==> src/rtl/win_chk_pkg.sv <==
// Shared types for the N-in-a-row scan checker: line directions, FSM states and cell constants.
package win_chk_pkg;

   typedef enum logic [1:0] {
      DIR_H  = 2'd0,
      DIR_V  = 2'd1,
      DIR_DR = 2'd2,
      DIR_UR = 2'd3
   } dir_e;

   typedef enum logic [1:0] {
      ST_IDLE = 2'd0,
      ST_SNAP = 2'd1,
      ST_SCAN = 2'd2,
      ST_DONE = 2'd3
   } state_e;

   localparam int unsigned EMPTY_CELL = 0;

   // Index width that stays at least one bit for degenerate sizes
   function automatic int unsigned idx_w(input int unsigned n);
      return (n > 1) ? $clog2(n) : 1;
   endfunction

endpackage

==> src/rtl/win_line_eval.sv <==
// Combinational line check for one anchor cell; reports the first direction
// (H > V > DR > UR) whose WIN_LEN-long in-bounds run matches the anchor.
module win_line_eval
   import win_chk_pkg::*;
#(
   parameter int unsigned ROWS    = 6,
   parameter int unsigned COLS    = 7,
   parameter int unsigned WIN_LEN = 4,
   parameter int unsigned PW      = 2
) (
   input  logic [PW-1:0]             snap_i [ROWS][COLS],
   input  logic [idx_w(ROWS)-1:0]    row_i,
   input  logic [idx_w(COLS)-1:0]    col_i,
   output logic                      hit_o,
   output dir_e                      dir_o
);

   localparam int unsigned RW = idx_w(ROWS);
   localparam int unsigned CW = idx_w(COLS);

   logic [PW-1:0] anchor;
   logic          h_ok;
   logic          v_ok;
   logic          dr_ok;
   logic          ur_ok;
   logic          fit_right;
   logic          fit_down;
   logic          fit_up;

   always_comb begin
      anchor    = snap_i[row_i][col_i];
      fit_right = (32'(col_i) + WIN_LEN) <= COLS;
      fit_down  = (32'(row_i) + WIN_LEN) <= ROWS;
      fit_up    = (32'(row_i) + 32'd1) >= WIN_LEN;
      h_ok      = (anchor != PW'(EMPTY_CELL)) && fit_right;
      v_ok      = (anchor != PW'(EMPTY_CELL)) && fit_down;
      dr_ok     = (anchor != PW'(EMPTY_CELL)) && fit_right && fit_down;
      ur_ok     = (anchor != PW'(EMPTY_CELL)) && fit_right && fit_up;
      // Bounds gate every run, so wrapped indices below never affect a result
      for (int unsigned i = 1; i < WIN_LEN; i++) begin
         if (snap_i[row_i][CW'(32'(col_i) + i)] != anchor)
            h_ok = 1'b0;
         if (snap_i[RW'(32'(row_i) + i)][col_i] != anchor)
            v_ok = 1'b0;
         if (snap_i[RW'(32'(row_i) + i)][CW'(32'(col_i) + i)] != anchor)
            dr_ok = 1'b0;
         if (snap_i[RW'(32'(row_i) - i)][CW'(32'(col_i) + i)] != anchor)
            ur_ok = 1'b0;
      end
   end

   always_comb begin
      hit_o = h_ok | v_ok | dr_ok | ur_ok;
      dir_o = DIR_UR;
      if (h_ok)
         dir_o = DIR_H;
      else if (v_ok)
         dir_o = DIR_V;
      else if (dr_ok)
         dir_o = DIR_DR;
   end

endmodule

==> config.mk <==
export PLATFORM = sky130hd
export DESIGN_NAME = win_line_eval
export DESIGN_NICKNAME = d
export VERILOG_FILES = /design/src/rtl/win_chk_pkg.sv /design/src/rtl/win_line_eval.sv
export SDC_FILE = /design/constraint.sdc
export NUM_CORES = 1
export LEC_CHECK = 0
export ABC_AREA = 1
export BUFFER_PORTS_ARGS = -buffer_cell sky130_fd_sc_hd__buf_4
export CORE_MARGIN = 2
export CORE_UTILIZATION = 40
export DETAILED_ROUTE_END_ITERATION = 8
export MAX_ROUTING_LAYER = met4
export PLACE_DENSITY = 0.59
export SYNTH_ARGS = -nofsm -noshare
export SYNTH_HDL_FRONTEND = slang
export SYNTH_SLANG_ARGS = --single-unit
==> constraint.sdc <==
create_clock -name vclk -period 3
set_input_delay 0.15 -clock vclk [all_inputs]
set_output_delay 0.15 -clock vclk [all_outputs]
set_load 0.02 [all_outputs]
## Yosys cells after proc, flatten, opt, wreduce, memory -nomap -nowiden

Cells that the tools add are included.

- Register bits: 0
- Word-level logic and storage cells: 131

- Add/subtract/negate cells: 11
- $lt $le $gt $ge: 14
- Equality and inequality tests: 12
- Multiplexer cells: 75
- Bitwise logic cells: 14
- Reduce and logical (&&, ||, !) cells: 5

Operators with widths:

| cell | count |
|---|---|
| binary-select mux 14 bit (select 3 bit) | 7 |
| two-way mux 14 bit | 14 |
| binary-select mux 2 bit (select 3 bit) | 13 |
| two-way mux 2 bit | 28 |
| >= comparator 4 bit, second input constant | 11 |
| NOT 3 -> 4 bit | 11 |
| >= comparator 32 x 3 -> 1 bit, second input constant | 1 |
| != test 2 bit | 12 |
| two-way mux 1 bit | 13 |
| adder 3 x 2 -> 3 bit, second input constant | 4 |
| adder 3 x 3 -> 4 bit, second input constant | 2 |
| <= comparator 4 x 3 -> 1 bit, second input constant | 2 |
| subtractor 3 x 2 -> 3 bit, second input constant | 2 |
| adder 3 x 1 -> 4 bit, second input constant | 1 |
| logical AND 1 bit | 4 |
| adder 3 x 1 -> 3 bit, second input constant | 1 |
| bitwise OR 1 bit | 3 |
| subtractor 3 x 1 -> 3 bit, second input constant | 1 |
| nonzero test 2 bit | 1 |

## Logic depth before layout (Yosys ltp)

Gate-level depths: netlist of the first run.

- Word-level depth: 16
- Mapped depth: 23
- Mapped depth without buffers: 18

## Worst setup path before layout of the first run

No wires, ideal clock.

- Path kind: input to output
- Start: input row_i[1]
- End: output hit_o
- Data arrival time: 2,711 ps
- Data required time: 2,850 ps
- Slack: 139 ps
- Stages: 22
- Cells stage by stage: buf_4 -> inv_1 -> buf_4 -> buf_6 -> ha_1 -> buf_2 -> buf_1 -> nand3_1 -> nand2_1 -> nand2_1 -> nand3_1 -> nand2_1 -> nor2_1 -> inv_1 -> o21ai_0 -> nand2_1 -> nand2_1 -> nor2_1 -> nand2_1 -> nor2_1 -> nor2_1 -> nand2_1

- Longest elaborated chain between the ends: 15

Ends and longest elaborated chain:

| element | line | RTL |
|---|---|---|
| from (decl) | win_line_eval.sv:12 | `input logic [idx_w(ROWS)-1:0] row_i,` |
| adder 3 x 1 -> 4 bit or NOT 3 -> 4 bit (tied branches) | -- |  |
| NOT 3 -> 4 bit (not written as such) or binary-select mux 14 bit (select 3 bit) (tied branches) | -- |  |
| binary-select mux 14 bit (select 3 bit) or two-way mux 14 bit (tied branches) | -- |  |
| two-way mux 14 bit (on tied branches) | -- |  |
| two-way mux 14 bit (not written as such) or binary-select mux 2 bit (select 3 bit) (tied branches) | win_line_eval.sv:43, win_line_eval.sv:45, win_line_eval.sv:31 |  |
| binary-select mux 2 bit (select 3 bit) or two-way mux 2 bit (tied branches) | win_line_eval.sv:43, win_line_eval.sv:31 |  |
| two-way mux 2 bit (on tied branches) | win_line_eval.sv:43, win_line_eval.sv:31 |  |
| two-way mux 2 bit (not written as such) or nonzero test 2 bit (tied branches) | -- |  |
| != test 2 bit (tied with other cells) | win_line_eval.sv:43 | `if (snap_i[RW'(32'(row_i) + i)][col_i] != anchor)` |
| two-way mux 1 bit (tied with other cells) | win_line_eval.sv:43 |  |
| two-way mux 1 bit (on tied branches) (2 in series) | win_line_eval.sv:43, win_line_eval.sv:41, win_line_eval.sv:45 |  |
| bitwise OR 1 bit or two-way mux 1 bit (tied branches) | win_line_eval.sv:53, win_line_eval.sv:45 |  |
| bitwise OR 1 bit | win_line_eval.sv:53 | `hit_o = h_ok \| v_ok \| dr_ok \| ur_ok;` |
| bitwise OR 1 bit (*) | win_line_eval.sv:53 |  |
| to (decl) | win_line_eval.sv:14 | `output logic hit_o,` |

Mark *: on every way between the ends. The rest lies on a longest branch, timed or not. The select of a mux whose other input is x is not followed.

## Worst setup path in the final report of the first run

Same ends and word-level chain as after synthesis.

==> impl_metrics.ini, run 1 <==
[outcome]
status = complete, no violations

[sta]
tns_ns = 0
rsz0062_at_grt = false
achievable-frequency_mhz = 354.2
finalWorstSetupSlack_ns = 0.1770
min_period_ns = 2.823
post-route-period-util_pct = 94.10
finalHoldViolations = 0
slew_headroom_pct = 45.21
setup_viol = 0
worst_pin_slew_ns = 0.8189
maxSlewViolCount = 0

[detailed_routing]
drc = 0
wl_um = 24270
first_pass_iters = 6
vias = 7983
via_per_inst = 5.698
drtIter0Drc = 1056
ant_nets = 0
wl_per_cell_um = 17.32

[pwr]
cellLeakagePower_nw = 3.435
ir_drop_uv = 77.04
power_density_mw_per_mm2 = 235.8

[yosys]
yosysTopAreaCell = nand2_1
synth_top_area_share_pct = 37.52
synth_compound_gate_area_share_pct = 6.678
ys_seq_area_share_pct = 0
synth-simple-area-share_pct = 77.04
synthXorXnorAreaFrac_pct = 2.053
synth_cells = 1157
synth_top_family_by_area = simple AND/OR/NAND/NOR gates
yosys.area_share.adder_pct = 1.652
syn_avg_cell_area_um2 = 4.583
syn_nets = 1254
synth_mux_area_share_pct = 0
synth_area_mm2 = 0.005303
ys_types = 35
ys_top_cells_by_area = nand2_1 38%, nand3_1 32%, nor2_1 3.8%, inv_1 3.5%, buf_2 2.9%
synthTopCellsByCount = 530 x nand2_1, 340 x nand3_1, 53 x nor2_1
synth.most_common_cell = nand2_1
yosys_warnings = 0

[critical_path]
worstSetupEndpoint = hit_o
cp_max_fo = 56
crit_path_start_kind = input port
required_ns = 2.85
crit_start = row_i[1]
worstPathArrival_ns = 2.67
worstSetupEndpointType = output pin
crit_type = input port to output pin

[finish]
regArea_um2 = 0
nets = 1324
final_area_mm2 = 0.006248
nFlopsAndLatches = 0
syn_to_final_growth_pct = 17.84
drive_gt1_share_pct = 13.80
clock_buffer_count = 0
diodes = 0

[floorplanning]
initial_core_util_pct = 40.52
io_pins = 93
die-area_mm2 = 0.01419
die_y_um = 119.1
die-width_um = 119.1
num_rows = 42
core_mm2 = 0.01309

[grt]
grt-ovfl-total = 0
grt_pass1_vias = 7148
grt_max_degree = 57
grtUsageMet3_pct = 4.119
grt_pass1_wl_um = 37820
grtUsageTotal_pct = 34.44
grt_busiest_layer = met2
met1_usage_pct = 45.75
use_met2_pct = 55.24
antenna_found_initial = 0

[placed_design]
dp_hpwl_um = 19410
place_ws_ns = 0.07220
io_buffers = 93
place.gp.congestion = 1.048
placed_area_mm2 = 0.006233

[min_path]
hp-class = input port to output pin

[clocking]
cts_hold_buf = 0

[flow_run]
drv_cap = 0
[cells by family after synthesis]
group,after synthesis
compound gates,64
xor+xnor,6
simple gates,951
fa+ha+maj,7
buf+inv,129
[critical path: stages]
cell     delay, ns
buf_4         0.10
buf_12        0.23
ha_1          0.48
xnor2_4       0.25
buf_12        0.19
nand2_1       0.06
a31oi_1       0.21
nand3_1       0.09
nand2_1       0.09
nor2_1        0.04
nor2_1        0.18
nand3_1       0.10
nor2_1        0.18
nor2_1        0.07
nand2_1       0.07
buf_4         0.13
[routing by layer]
| metal | vias to the layer above | share of wire (%) |
|---|---|---|
| li1 | 3922 | - |
| met1 | 3569 | 41 |
| met2 | 433 | 45 |
| met3 | 59 | 10 |
| met4 | 0 | 3.2 |
| met5 | - | 0 |
[placed cells by master, fill, tap and decap left out, drive strengths merged]
master  synthesis  layout
nand4           7       7
and2            4       4
ha              7       7
o21ai          40      40
xor2            3       3
a21oi          20      20
nand3         342     342
inv            57      57
nand3b          2       2
nor2           55      55
nand2         538     538
buf            62     140
or2             2       2
nor2b           1       1
xnor2           3       3
a31oi           2       2
o211ai          2       2
[timing repair]
item | in CTS | in global routing
gates resized for setup | 0 | 2
setup buffers | 0 | 0
endpoints found under the setup margin | 0 | 3
[metrics by stage]
stage	util (%)	hold WS (ns)	cells	total power, mW
after floorplan	-	0.8657	1157	0.9496
after global placement	47.64	1.005	1401	1.427
after detailed placement	47.64	1.004	1401	1.426
after CTS	47.64	1.005	1401	1.431
after global routing	47.75	1.040	1401	1.617
final	47.75	0.9985	1401	1.473
[where the power goes]
group / switching, mW / internal, mW / total [mW]
clock network: 0 / 0 / 0
logic: 0.960 / 0.513 / 1.47
registers: 0 / 0 / 0
[worst min path at each step]
stage,startpoint,to,depth (start not counted)
CTS,col_i[2],dir_o[0],8
global placement,col_i[2],dir_o[0],8
finish,col_i[2],dir_o[0],8
global route,col_i[2],dir_o[0],8
floorplan,col_i[2],hit_o,8
detailed placement,col_i[2],dir_o[0],8
[area by class of cell]
type	count	area [µm²]
well taps	176	220.2
fillers	1500	6837
multi-input cells	1028	4654
repair buffers	140	1155
inverters	57	219.0
Power figures use the tool's default switching activity.
==> inputs of run 2 (changes only) <==
--- a/config.mk
+++ b/config.mk
@@ -12,6 +12,7 @@
 export DETAILED_ROUTE_END_ITERATION = 8
 export MAX_ROUTING_LAYER = met4
 export PLACE_DENSITY = 0.59
+export SETUP_SLACK_MARGIN = 0.3
 export SYNTH_ARGS = -nofsm -noshare
 export SYNTH_HDL_FRONTEND = slang
 export SYNTH_SLANG_ARGS = --single-unit
==> run 2 against run 1 <==
Net effect:
- hold slack gained 0.046 ns
- final area up 5.1%
- setup slack better by 0.20 ns
- largest cell class unchanged
==> impl_metrics.ini, run 2 (synthesis results as in run 1) <==
[outcome]
status = complete, no violations

[pwr]
cellLeakagePower_nw = 3.525
intPower_uw = 563.3
seqPwrFrac_pct = 0
p_switching_mw = 1.017
p_sw_share_pct = 64.36
ir_drop_uv = 153.1
power_frac_comb_pct = 100.0
power_mw = 1.581
p_clk_share_pct = 0
power_density_mw_per_mm2 = 240.7

[sta]
holdWs_ns = 1.045
rsz0062_at_grt = true
finalHoldViolations = 0
maxSlewViolCount = 0
worst_pin_slew_ns = 0.6458
post-route-period-util_pct = 87.32
achievable-frequency_mhz = 381.7
tns_ns = 0
slew_headroom_pct = 56.79
min_period_ns = 2.620
setup_viol = 0

[placed_design]
dp_hpwl_um = 19280
place.gp.congestion = 0.9887
io_buffers = 93
placed_area_mm2 = 0.006173

[critical_path]
worstPathArrival_ns = 2.47
required_ns = 2.85
worstSetupEndpointType = output pin
crit_type = input port to output pin
cp_max_fo = 11
crit_start = row_i[1]
crit_path_start_kind = input port
worstSetupEndpoint = hit_o

[finish]
final_area_mm2 = 0.006568
syn_to_final_growth_pct = 23.86
layout_commonest_cell = nand2_1
nets = 1328
regArea_um2 = 0
nFlopsAndLatches = 0
layout_common_cells = 522 x nand2_1, 336 x nand3_1, 124 x buf_4
drive_gt1_share_pct = 16.68
diodes = 0
clock_buffer_count = 0
nFillCells = 1517

[flow_run]
drv_cap = 0

[detailed_routing]
ant_nets = 0
vias = 8290
wl_per_cell_um = 18.18
via_per_inst = 5.900
first_pass_iters = 6
wl_um = 25550
drc = 0
drtIter0Drc = 1087

[floorplanning]
io_pins = 93
initial_core_util_pct = 40.52
die_y_um = 119.1
die-width_um = 119.1
num_rows = 42
die-area_mm2 = 0.01419
core_mm2 = 0.01309

[grt]
grt_pass1_vias = 7164
grtUsageTotal_pct = 34.61
grt_max_degree = 80
antenna_found_initial = 0
grt_pass1_wl_um = 38150
grt-ovfl-total = 0

[clocking]
cts_hold_buf = 0

[min_path]
hp-class = input port to output pin
## run 2: power by group through the flow
stage	clock, mW	combinational (mW)	sequential, mW
final	0	1.58	0
after global routing	0	1.72	0
after CTS	0	1.44	0
after detailed placement	0	1.41	0
after global placement	0	1.41	0
after floorplan	0	0.950	0
## run 2: per-layer routing
layer	share of wire, %	vias to the layer above	track usage (%)
met2	45	588	54.92
met4	3.8	0	10.94
li1	-	3942	-
met1	40	3680	46.29
met5	0	-	-
met3	11	80	3.448
## run 2: layout make-up
| type | instances | area, µm² | area share (%) |
|---|---|---|---|
| multi-input combinational | 1029 | 4808 | 73.21 |
| timing repair buffer | 142 | 1294 | 19.70 |
| inverter | 57 | 237.7 | 3.620 |
| timing repair inverter | 1 | 7.507 | 0.1143 |
| tap | 176 | 220.2 | 3.353 |
## run 2: critical path, cell delays in order
cell and delay [ns]:
buf_4 0.15, inv_2 0.09, ha_4 0.35, inv_8 0.07, buf_12 0.15, nand3_1 0.08
nand2_1 0.17, o21ai_0 0.21, nand2_1 0.07, nand2_1 0.06, nand2_1 0.05, nand2_1 0.08
nand2_1 0.07, nand2_1 0.06, inv_1 0.04, nor2_1 0.09, nand3_1 0.08, nor2_1 0.17
nor2_1 0.07, nand2_1 0.07, buf_4 0.13
## run 2: per-stage QoR
stage          setup slack, ns  cells  utilization (%)
2_1_floorplan           0.3014   1157                -
3_3_place_gp            0.2427   1394            47.18
3_5_place_dp            0.2547   1394            47.18
4_1_cts                 0.3075   1395            47.54
5_1_grt                 0.2881   1405            50.19
6_report                0.3804   1405            50.19
## run 2: how the worst min path moves through the flow
stage / startpoint / end / slack, ns / cells past startpoint
after floorplan: col_i[2] / hit_o / 0.87 / 8
after global placement: col_i[2] / dir_o[0] / 1.04 / 8
after detailed placement: col_i[2] / dir_o[0] / 1.04 / 8
after CTS: col_i[2] / dir_o[0] / 1.04 / 8
after global routing: col_i[2] / dir_o[0] / 1.10 / 8
final: col_i[2] / dir_o[0] / 1.04 / 8
## run 2: timing repair
item | in CTS | in global routing
gates resized for setup | 8 | 58
pin swaps | 0 | 10
setup endpoints to repair | 2 | 3
gates cloned | 1 | 6
buffers inserted | 0 | 4
==> inputs of run 3 (changes only) <==
--- a/config.mk
+++ b/config.mk
@@ -7,11 +7,13 @@
 export LEC_CHECK = 0
 export ABC_AREA = 1
 export BUFFER_PORTS_ARGS = -buffer_cell sky130_fd_sc_hd__buf_4
+export CORE_ASPECT_RATIO = 0.6
 export CORE_MARGIN = 2
 export CORE_UTILIZATION = 40
 export DETAILED_ROUTE_END_ITERATION = 8
 export MAX_ROUTING_LAYER = met4
-export PLACE_DENSITY = 0.59
+export PLACE_DENSITY = 0.62
+export REMOVE_ABC_BUFFERS = 1
 export SETUP_SLACK_MARGIN = 0.3
 export SYNTH_ARGS = -nofsm -noshare
 export SYNTH_HDL_FRONTEND = slang
==> constraint.sdc (replaced) <==
create_clock -name vclk -period 2.4
set_input_delay 0.12 -clock vclk [all_inputs]
set_output_delay 0.12 -clock vclk [all_outputs]
set_load 0.02 [all_outputs]
==> run 3 against run 2 <==
Net effect:
- setup slack lost 0.38 ns
- die area grew 0.22%
- power increased by 55%
- utilization up 13 points
- count of clock-buffer cells in the layout unchanged
- sequential cell count stayed put
- routed wire length grew 3.8%
- combinational power rose by 55%
- non-clock buffer count grew 94
- first-iteration DRC count grew 4.7%
- final cell count is 6.1% higher
- largest cell class unchanged
==> impl_metrics.ini, run 3 (synthesis results as in run 1) <==
[floorplanning]
die-width_um = 152.6
core_mm2 = 0.01289
num_rows = 32
die_y_um = 93.19
initial_core_util_pct = 41.13
die-area_mm2 = 0.01422
io_pins = 93

[finish]
nets = 1420
clock_buffer_count = 0
drive_gt1_share_pct = 31.34
final_cells = 1491
layout_commonest_cell = nand2_1
syn_to_final_growth_pct = 53.59
nFlopsAndLatches = 0
regArea_um2 = 0
diodes = 0
layout_common_cells = 481 x nand2_1, 283 x nand3_1, 179 x buf_4

[detailed_routing]
ant_nets = 0
wl_per_cell_um = 17.78
first_pass_iters = 6
drc = 0
vias = 8728
via_per_inst = 5.854
drtIter0Drc = 1138
wl_um = 26520

[grt]
antenna_found_initial = 0
grt-ovfl-total = 0
grt_max_degree = 30
grt_pass1_vias = 7809
grt_pass1_wl_um = 39440
grtUsageTotal_pct = 35.02

[critical_path]
cpMostUsedCell = buf_4
cpMaxStageDelayCell = ha_1
crit_buf_inv = 7
cp_max_fo = 15
critPathTopFamily = buffers and inverters
required_ns = 2.28
path_cells = buf_4, buf_4, ha_1, xnor2_1, inv_1, buf_12, nand4_1, o21ai_2, buf_4, buf_4, a21oi_2, nand3_1, nor2_1, nor2_1, buf_4
crit_path_start_kind = input port
crit_cells = 15
crit_type = input port to output pin
worstPathArrival_ns = 2.28
cpPeakStageDelay_ns = 0.24
worstSetupEndpointType = output pin

[sta]
post-route-period-util_pct = 99.96
slew_headroom_pct = 57.20
min_period_ns = 2.399
rsz0062_at_grt = true
maxSlewViolCount = 0
finalHoldViolations = 0
setup_viol = 0
worst_pin_slew_ns = 0.6413
achievable-frequency_mhz = 416.8

[flow_run]
drv_cap = 0

[pwr]
cellLeakagePower_nw = 4.268
power_mw = 2.448
power_density_mw_per_mm2 = 300.6
ir_drop_uv = 120.3

[placed_design]
dp_hpwl_um = 17900
dp_cells = 1448
place.gp.congestion = 1.029
io_buffers = 93

[min_path]
hold_depth = 9
hp-start = col_i[2]
hold_end = hit_o
hp-class = input port to output pin

[outcome]
status = complete, no violations
## run 3: cell types whose count changed in the layout (fill, tap and decap cells not counted), sizes merged
cell / before / now
buf: 138 / 231
bufbuf: 0 / 1
clkinvlp: 2 / 1
xnor2: 4 / 3
## run 3: area by class of cell
cell class | instances | area [µm²]
multi-input combinational | 1028 | 5289
fill | 1243 | 4748
inverter | 57 | 245.2
timing repair buffer | 236 | 2397
tap | 170 | 212.7
## run 3: how the worst max path moves through the flow
| stage | startpoint | end | slack (ns) |
|---|---|---|---|
| CTS | row_i[0] | hit_o | 0.07 |
| finish | col_i[0] | dir_o[0] | 0.0009 |
| detailed placement | row_i[1] | dir_o[0] | -0.17 |
| floorplan | row_i[1] | hit_o | -1.08 |
| global route | row_i[0] | dir_o[0] | -0.1 |
| global placement | row_i[1] | dir_o[0] | -0.22 |
## run 3: timing repair
action / 4_1_cts / 5_1_grt
resized for setup: 126 / 110
hold buffers: 0 / 0
buffers inserted: 21 / 8
pin swaps: 46 / 54
cloned: 9 / 5
setup endpoints to repair: 3 / 3
## run 3: per-stage QoR
| step | setup slack, ns | util [%] | setup TNS (ns) | hold WS, ns | instance area [µm²] |
|---|---|---|---|---|---|
| 6_report | 0.0008553 | 63.17 | 0 | 1.002 | 8144 |
| 5_1_grt | -0.09939 | 63.17 | -0.2640 | 1.080 | 8144 |
| 4_1_cts | 0.07046 | 58.82 | 0 | 0.9689 | 7584 |
| 3_5_place_dp | -0.1683 | 51.57 | -0.3926 | 0.9738 | 6649 |
| 3_3_place_gp | -0.2167 | 51.57 | -0.5156 | 0.9846 | 6649 |
| 2_1_floorplan | -1.078 | - | -2.857 | 0.6493 | 4855 |
## run 3: where the power goes
group          switching (mW)  internal [mW]
logic                    1.43           1.02
clock network               0              0
registers                   0              0
total                    1.43           1.02
## run 3: routing by layer
metal  global-route usage (%)  vias to the layer above  wire length, µm
met5                        -                        -                0
met4                    11.27                        0             1013
met3                    6.534                      100             3643
met2                    52.99                      635            10930
met1                    47.32                     3852            10930
li1                         -                     4141                -
